==> src/rtl/serial_word_deframer_pkg.sv <==
// Shared types for the serial word deframer: the two-state receive FSM encoding.
package serial_word_deframer_pkg;

    typedef enum logic {IDLE, SHIFT} deframer_state_t;

endpackage

==> src/rtl/serial_word_deframer.sv <==
// Collects a strobed serial bit stream into N-bit words framed by s_start and
// presents them on a single held output word with a valid/ready handshake.
module serial_word_deframer
    import serial_word_deframer_pkg::*;
#(
    parameter int N         = 8,
    parameter bit LSB_FIRST = 1'b1
) (
    input  logic         clk,
    input  logic         reset_n,
    input  logic         s_in,
    input  logic         s_en,
    input  logic         s_start,
    output logic [N-1:0] dout,
    output logic         dout_valid,
    input  logic         dout_ready,
    output logic         busy,
    output logic         overrun
);

    localparam int CNT_W = $clog2(N);

    deframer_state_t  r_state, w_state_nxt;
    logic [CNT_W-1:0] r_cnt, w_cnt_nxt;
    logic [N-1:0]     r_sr, w_sr_nxt;
    logic [N-1:0]     r_dout, w_dout_nxt;
    logic             r_valid, w_valid_nxt;
    logic             r_overrun, w_overrun_nxt;
    logic [N-1:0]     w_shifted;
    logic [N-1:0]     w_first;
    logic             w_complete;
    logic             w_slot_free;

    // A new frame starts from a cleared register so stale partial bits never leak.
    generate
        if (LSB_FIRST) begin : g_lsb
            assign w_shifted = {s_in, r_sr[N-1:1]};
            assign w_first   = {s_in, {(N-1){1'b0}}};
        end else begin : g_msb
            assign w_shifted = {r_sr[N-2:0], s_in};
            assign w_first   = {{(N-1){1'b0}}, s_in};
        end
    endgenerate

    assign w_slot_free = ~r_valid | dout_ready;

    always_comb begin
        w_state_nxt = r_state;
        w_cnt_nxt   = r_cnt;
        w_sr_nxt    = r_sr;
        w_complete  = 1'b0;
        case (r_state)
            IDLE: begin
                if (s_en && s_start) begin
                    w_sr_nxt    = w_first;
                    w_cnt_nxt   = CNT_W'(1);
                    w_state_nxt = SHIFT;
                end
            end
            SHIFT: begin
                if (s_en) begin
                    if (s_start) begin
                        w_sr_nxt  = w_first;
                        w_cnt_nxt = CNT_W'(1);
                    end else if (r_cnt == CNT_W'(N - 1)) begin
                        w_sr_nxt    = w_shifted;
                        w_cnt_nxt   = '0;
                        w_complete  = 1'b1;
                        w_state_nxt = IDLE;
                    end else begin
                        w_sr_nxt  = w_shifted;
                        w_cnt_nxt = r_cnt + CNT_W'(1);
                    end
                end
            end
            default: w_state_nxt = IDLE;
        endcase
    end

    // Output slot: a completion wins over a plain accept so back-to-back words stay valid.
    always_comb begin
        w_dout_nxt    = r_dout;
        w_valid_nxt   = r_valid;
        w_overrun_nxt = 1'b0;
        if (w_complete && w_slot_free) begin
            w_dout_nxt  = w_shifted;
            w_valid_nxt = 1'b1;
        end else begin
            if (w_complete) begin
                w_overrun_nxt = 1'b1;
            end
            if (r_valid && dout_ready) begin
                w_valid_nxt = 1'b0;
            end
        end
    end

    always_ff @(posedge clk or negedge reset_n) begin
        if (!reset_n) begin
            r_state   <= IDLE;
            r_cnt     <= '0;
            r_sr      <= '0;
            r_dout    <= '0;
            r_valid   <= 1'b0;
            r_overrun <= 1'b0;
        end else begin
            r_state   <= w_state_nxt;
            r_cnt     <= w_cnt_nxt;
            r_sr      <= w_sr_nxt;
            r_dout    <= w_dout_nxt;
            r_valid   <= w_valid_nxt;
            r_overrun <= w_overrun_nxt;
        end
    end

    assign dout       = r_dout;
    assign dout_valid = r_valid;
    assign busy       = (r_state == SHIFT);
    assign overrun    = r_overrun;

endmodule

==> config.mk <==
export PLATFORM = sky130hd
export DESIGN_NAME = serial_word_deframer
export DESIGN_NICKNAME = d
export VERILOG_FILES = /design/src/rtl/serial_word_deframer_pkg.sv /design/src/rtl/serial_word_deframer.sv
export SDC_FILE = /design/constraint.sdc
export NUM_CORES = 1
export LEC_CHECK = 0
export ABC_AREA = 1
export BUFFER_PORTS_ARGS = -buffer_cell sky130_fd_sc_hd__buf_4
export CAP_MARGIN = 0
export CORE_MARGIN = 4
export CORE_UTILIZATION = 45
export DETAILED_ROUTE_END_ITERATION = 6
export GPL_ROUTABILITY_DRIVEN = 0
export PLACE_DENSITY = 0.76
export SLEW_MARGIN = 20
export SYNTH_ARGS = -nofsm -noshare
export SYNTH_HDL_FRONTEND = slang
export SYNTH_SLANG_ARGS = --single-unit
==> constraint.sdc <==
create_clock -name clk -period 1.3 [get_ports clk]
set_input_delay 0.13 -clock clk [delete_from_list [all_inputs] [get_ports clk]]
set_output_delay 0.13 -clock clk [all_outputs]
set_load 0.01 [all_outputs]
# After elaboration in Yosys (flattened, before gate mapping)
# Cells that the tools add are included.
[totals] register_bits=22 in_bits=6 out_inout_bits=11 wordCells=40
[op_classes] n_addsub=1 n_eq_ne=3 n_mux=22 bitwise=3 reduce_logical=5
[op_table] op="$mux 8" n=2
[op_table] op="$pmux 8 s2" n=1
[op_table] op="$mux 1" n=12
[op_table] op="$mux 3" n=4
[op_table] op="$mux 7" n=1
[op_table] op="$pmux 3 s2" n=1
[op_table] op="$ne 2x2->1 const B" n=2
[op_table] op="$add 3x1->3 const B" n=1
[op_table] op="$eq 3x3->1 const B" n=1
[op_table] op="$logic_and 1x1->1" n=3
[op_table] op="$not 1->1" n=2
[op_table] op="$pmux 1 s2" n=1
[op_table] op="$reduce_and 2->1" n=1
[op_table] op="$reduce_bool 2->1" n=1
[op_table] op="$or 1x1->1" n=1

# Longest topological paths before layout
[depth] depth_word=7 mapped_depth=6 ltp_nobuf=5

# Worst setup path before layout
# Ideal clock, no wire load.
[synth_timing] path_type="register to register" start="register r_cnt[0]" end="register r_valid (netlist: dout_valid)" setup_time_ns=0.130 arrival_ns=1.045 t_required_ns=1.170 slack_ns=0.125 path_stages_with_launch=6 path_buffers=1 period_less_slack_ns=1.175 cell_sequence="dfrtp_1 ha_1 ha_1 buf_2 nand2_1 nand2_1"
[synth_between] elab_chain_cells=7 word_cells_on_any_way=8 cone_classes="eq/ne: 1; mux: 5; reduce/logical: 2"
[synth_lines] element="from (decl)" line="serial_word_deframer.sv:24" text="logic [CNT_W-1:0] r_cnt, w_cnt_nxt;"
[synth_lines] element="from (signal assigned)" line="serial_word_deframer.sv:108" text="r_cnt <= w_cnt_nxt;"
[synth_lines] element="$eq 3x3->1 (*)" line="serial_word_deframer.sv:65" text="end else if (r_cnt == CNT_W'(N - 1)) begin"
[synth_lines] element="$mux 1 (*)" line="serial_word_deframer.sv:65"
[synth_lines] element="$mux 1 (*)" line="serial_word_deframer.sv:62" text="if (s_start) begin"
[synth_lines] element="$mux 1 (*)" line="serial_word_deframer.sv:61" text="if (s_en) begin"
[synth_lines] element="$mux 1 (*)" line="serial_word_deframer.sv:52" text="case (r_state)"
[synth_lines] element="$logic_and 1x1->1 (*)" line="serial_word_deframer.sv:85" text="if (w_complete && w_slot_free) begin"
[synth_lines] element="$mux 1 / $reduce_bool 2->1 (equally long branches)"
[synth_lines] element="to (signal assigned)" line="serial_word_deframer.sv:111" text="r_valid <= w_valid_nxt;"
[synth_lines] element="to (decl)" line="serial_word_deframer.sv:27" text="logic r_valid, w_valid_nxt;"
# Every way passes the cells marked *; elsewhere a longest branch is shown, timed or not.
# A chain may end at the register's enable or synchronous reset.

# Final worst setup path
[layout_timing] start="register r_cnt[0]" end="register r_dout[0] (netlist: dout[0])"
[layout_between] elab_chain_cells=6
[layout_lines] element="$eq 3x3->1" line="serial_word_deframer.sv:65"
[layout_lines] element="$mux 1" line="serial_word_deframer.sv:65"
[layout_lines] element="$mux 1" line="serial_word_deframer.sv:62"
[layout_lines] element="$mux 1" line="serial_word_deframer.sv:61"
[layout_lines] element="$mux 1" line="serial_word_deframer.sv:52"
[layout_lines] element="$logic_and 1x1->1" line="serial_word_deframer.sv:85"
[layout_lines] element="to (signal assigned)" line="serial_word_deframer.sv:110" text="r_dout <= w_dout_nxt;"
[layout_lines] element="to (decl)" line="serial_word_deframer.sv:26" text="logic [N-1:0] r_dout, w_dout_nxt;"
# Every way passes these cells.

==> impl_metrics.csv <==
group,metric,value,unit
floorplan,io_pins,17,
setup_path,path_buf_inv,1,
clock_tree,tritoncts,"built",
timing,finalSetupViolCount,0,
power_and_ir_drop,irDropWorstVdd,0.6721,mV
clock_tree,cts_buffer_depth,2,
global_route,grt_pass1_wl,2594,um
global_route,antenna_found_initial,0,
setup_path,regToRegStartpoint,"r_cnt[0]$_DFFE_PN0P_",
setup_path,required,1.51,ns
power_and_ir_drop,p_leak,0.5654,nW
global_route,grt.overflow.total,0,
placement,place_inst,130,
route,drt-initial-drc-count,7,
finish,finalNonFillerCells,135,
setup_path,cp_max_fo,8,
clock_tree,post_cts_buffers,0,
finish,final_common_cell,"nand2_1",
setup_path,cp_slowest_stage_delay,0.41,ns
setup_path,worstSetupEndpointType,"flop",
timing,clock_skew,0.006882,ns
clock_tree,h-tree-depth,1,
clock_tree,cts-buffers-inserted,3,
finish,most-common-layout-cells,"30 x nand2_1, 21 x dfrtp_1, 19 x buf_4, 9 x inv_1, 8 x nand4_1",
setup_path,path_class,"flop to flop",
placement,io_buffers,16,
finish,final_nets,119,
floorplan,chipWidth,51.83,um
placement,place_ws,0.02536,ns
timing,clock.fmax,0.8031,GHz
yosys,ys_seq_area_share,60.78,%
hold_path,worstHoldStart,"s_in",
setup_path,crit_start,"r_cnt[0]$_DFFE_PN0P_",
yosys,synth_cell_types,16,
clock_tree,clkLatencyLatePin,0.31,ns
clock_tree,cts.reportedPaths.clkPinSlew,0.12,ns
finish,final_area,1076,um2
placement,dpl_cell_area,1018,um2
global_route,grt_pass1_vias,601,
route,routedWlPerCell,11.81,um
yosys,synth_area,864.6,um2
global_route,globalRouteTotalUtil,13.46,%
global_route,grt_max_degree,22,
floorplan,die_h,51.83,um
route,via_count,676,
timing,holdWs,0.03373,ns
yosys,avgSynthCellArea,9.714,um2
floorplan,rows,15,
power_and_ir_drop,power.total,1.199,mW
setup_path,startpoint_type,"flop",
yosys,ys_seq_elements,21,
hold_path,hold_path.class,"input port to flop",
setup_path,crit_family,"adder cells",
route,drc,0,
finish,drive_gt1_share,24.55,%
floorplan,start_util,49.01,%
yosys,syn_inst,89,
placement,dp_hpwl,1177,um
timing,finalSetupTns,0,ns
setup_path,cp_data_arrival_time,1.45,ns
finish,fillers,154,
finish,final_util,60.99,%
yosys,ys_warn_count,0,
outcome,status,"finished, final reports clean",
timing,slew_headroom,82.99,%
route,drtPass1Iterations,4,
route,drt-total-wl,1595,um
route,ant_nets,0,
floorplan,fp.coreArea,1764,um2
timing,fin_crit,1.245,ns
finish,antenna_cells,0,
clock_tree,cts.sinks,21,
run,drv_cap,0,
timing,report.final.slew_viol_count,0,
timing,finalHoldViolations,0,
yosys,synth_fp_nets,97,
setup_path,crit_slowest_cell,"dfrtp_1",
clock_tree,root_buffer,"clkbuf_4",
timing,worstMarginPinSlew,0.2552,ns
timing,final.setup.worst_slack,0.05489,ns
setup_path,path_cells,"ha_1, ha_4, buf_4, nand4_1, nand2_1",
floorplan,die-area,2686,um2
route,vias_per_cell,5.007,
timing,fin_crit_sh,95.78,%
finish,area_delta_synth_final,24.46,%
power_and_ir_drop,p_per_area,1114,nW/um2
-- power breakdown --
part	switching, mW	total, mW	internal (mW)	leakage, nW
registers	0.0253	0.718	0.693	0.281
clock network	0.203	0.318	0.115	0.0177
logic	0.0913	0.162	0.0710	0.267
-- path summary, 6_finish.rpt --
kind                                        to  slack (ns)  cells after the start
min in group asynchronous  r_sr[4]$_DFFE_PN0P_        0.22                      2
hold / removal             r_sr[7]$_DFFE_PN0P_        0.03                      3
setup reg to reg           dout[0]$_DFFE_PN0P_        0.05                      5
hold reg to reg            dout[1]$_DFFE_PN0P_        0.49                      2
max in group asynchronous  dout[0]$_DFFE_PN0P_        0.87                      2
setup / recovery           dout[0]$_DFFE_PN0P_        0.05                      5
-- timing repair --
item	in CTS	in global routing
hold buffers	1	0
hold endpoints to repair	21	0
resized for setup	0	3
endpoints found under the setup margin	0	9
-- flip-flops by register name, summed over array words and instances, names as in the netlist --
signal / cells
busy: 1
dout: 8
overrun: 1
dout_valid: 1
r_sr: 7
r_cnt: 3
-- final cells by class --
cell class | count | area [um2] | share of cell area (%)
Clock inverter | 1 | 5.005 | 0.4651
Inverter | 9 | 33.78 | 3.140
Multi-Input combinational cell | 56 | 305.3 | 28.37
Sequential cell | 21 | 525.5 | 48.84
Clock buffer | 3 | 22.52 | 2.093
Tap cell | 25 | 31.28 | 2.907
Timing Repair Buffer | 20 | 152.6 | 14.19
-- logic make-up after synthesis --
group | after synthesis | synth area share (%)
AO/OA/AOI/OAI | 9 | 5.932
adder cells (fa/ha/maj) | 2 | 2.894
buffers and inverters | 12 | 6.222
flip-flops | 21 | 60.78
AND/OR/NAND/NOR | 45 | 24.17
-- Yosys cell counts --
cell	number	area, um2
o21ai_1	1	5.000
nand2_1	30	112.6
nand3_2	1	10.01
nand2_2	1	6.260
ha_1	2	25.02
nand3_1	3	15.01
nand4_1	8	50.05
o22ai_1	5	31.28
buf_2	1	5.000
dfrtp_1	21	525.5
nor2_4	1	11.26
o21ai_0	3	15.01
clkbuf_1	1	3.750
nor2_1	1	3.750
inv_1	9	33.78
buf_6	1	11.26
-- metal layers --
layer / GRT usage (%) / wire length (um) / up-vias
li1: - / - / 341
met1: 16.01 / 736 / 316
met2: 21.76 / 735 / 14
met3: 2.579 / 75 / 5
met4: 9.170 / 47 / 0
met5: 0 / 0 / -
-- worst reg2reg max path: cells and delay by family (launching register included) --
kind,cells,cell delay [ns]
adder cells (fa/ha/maj),2,0.43
buffers and inverters,1,0.16
flip-flops,1,0.41
AND/OR/NAND/NOR,2,0.15
Power figures use the tool's default switching activity.
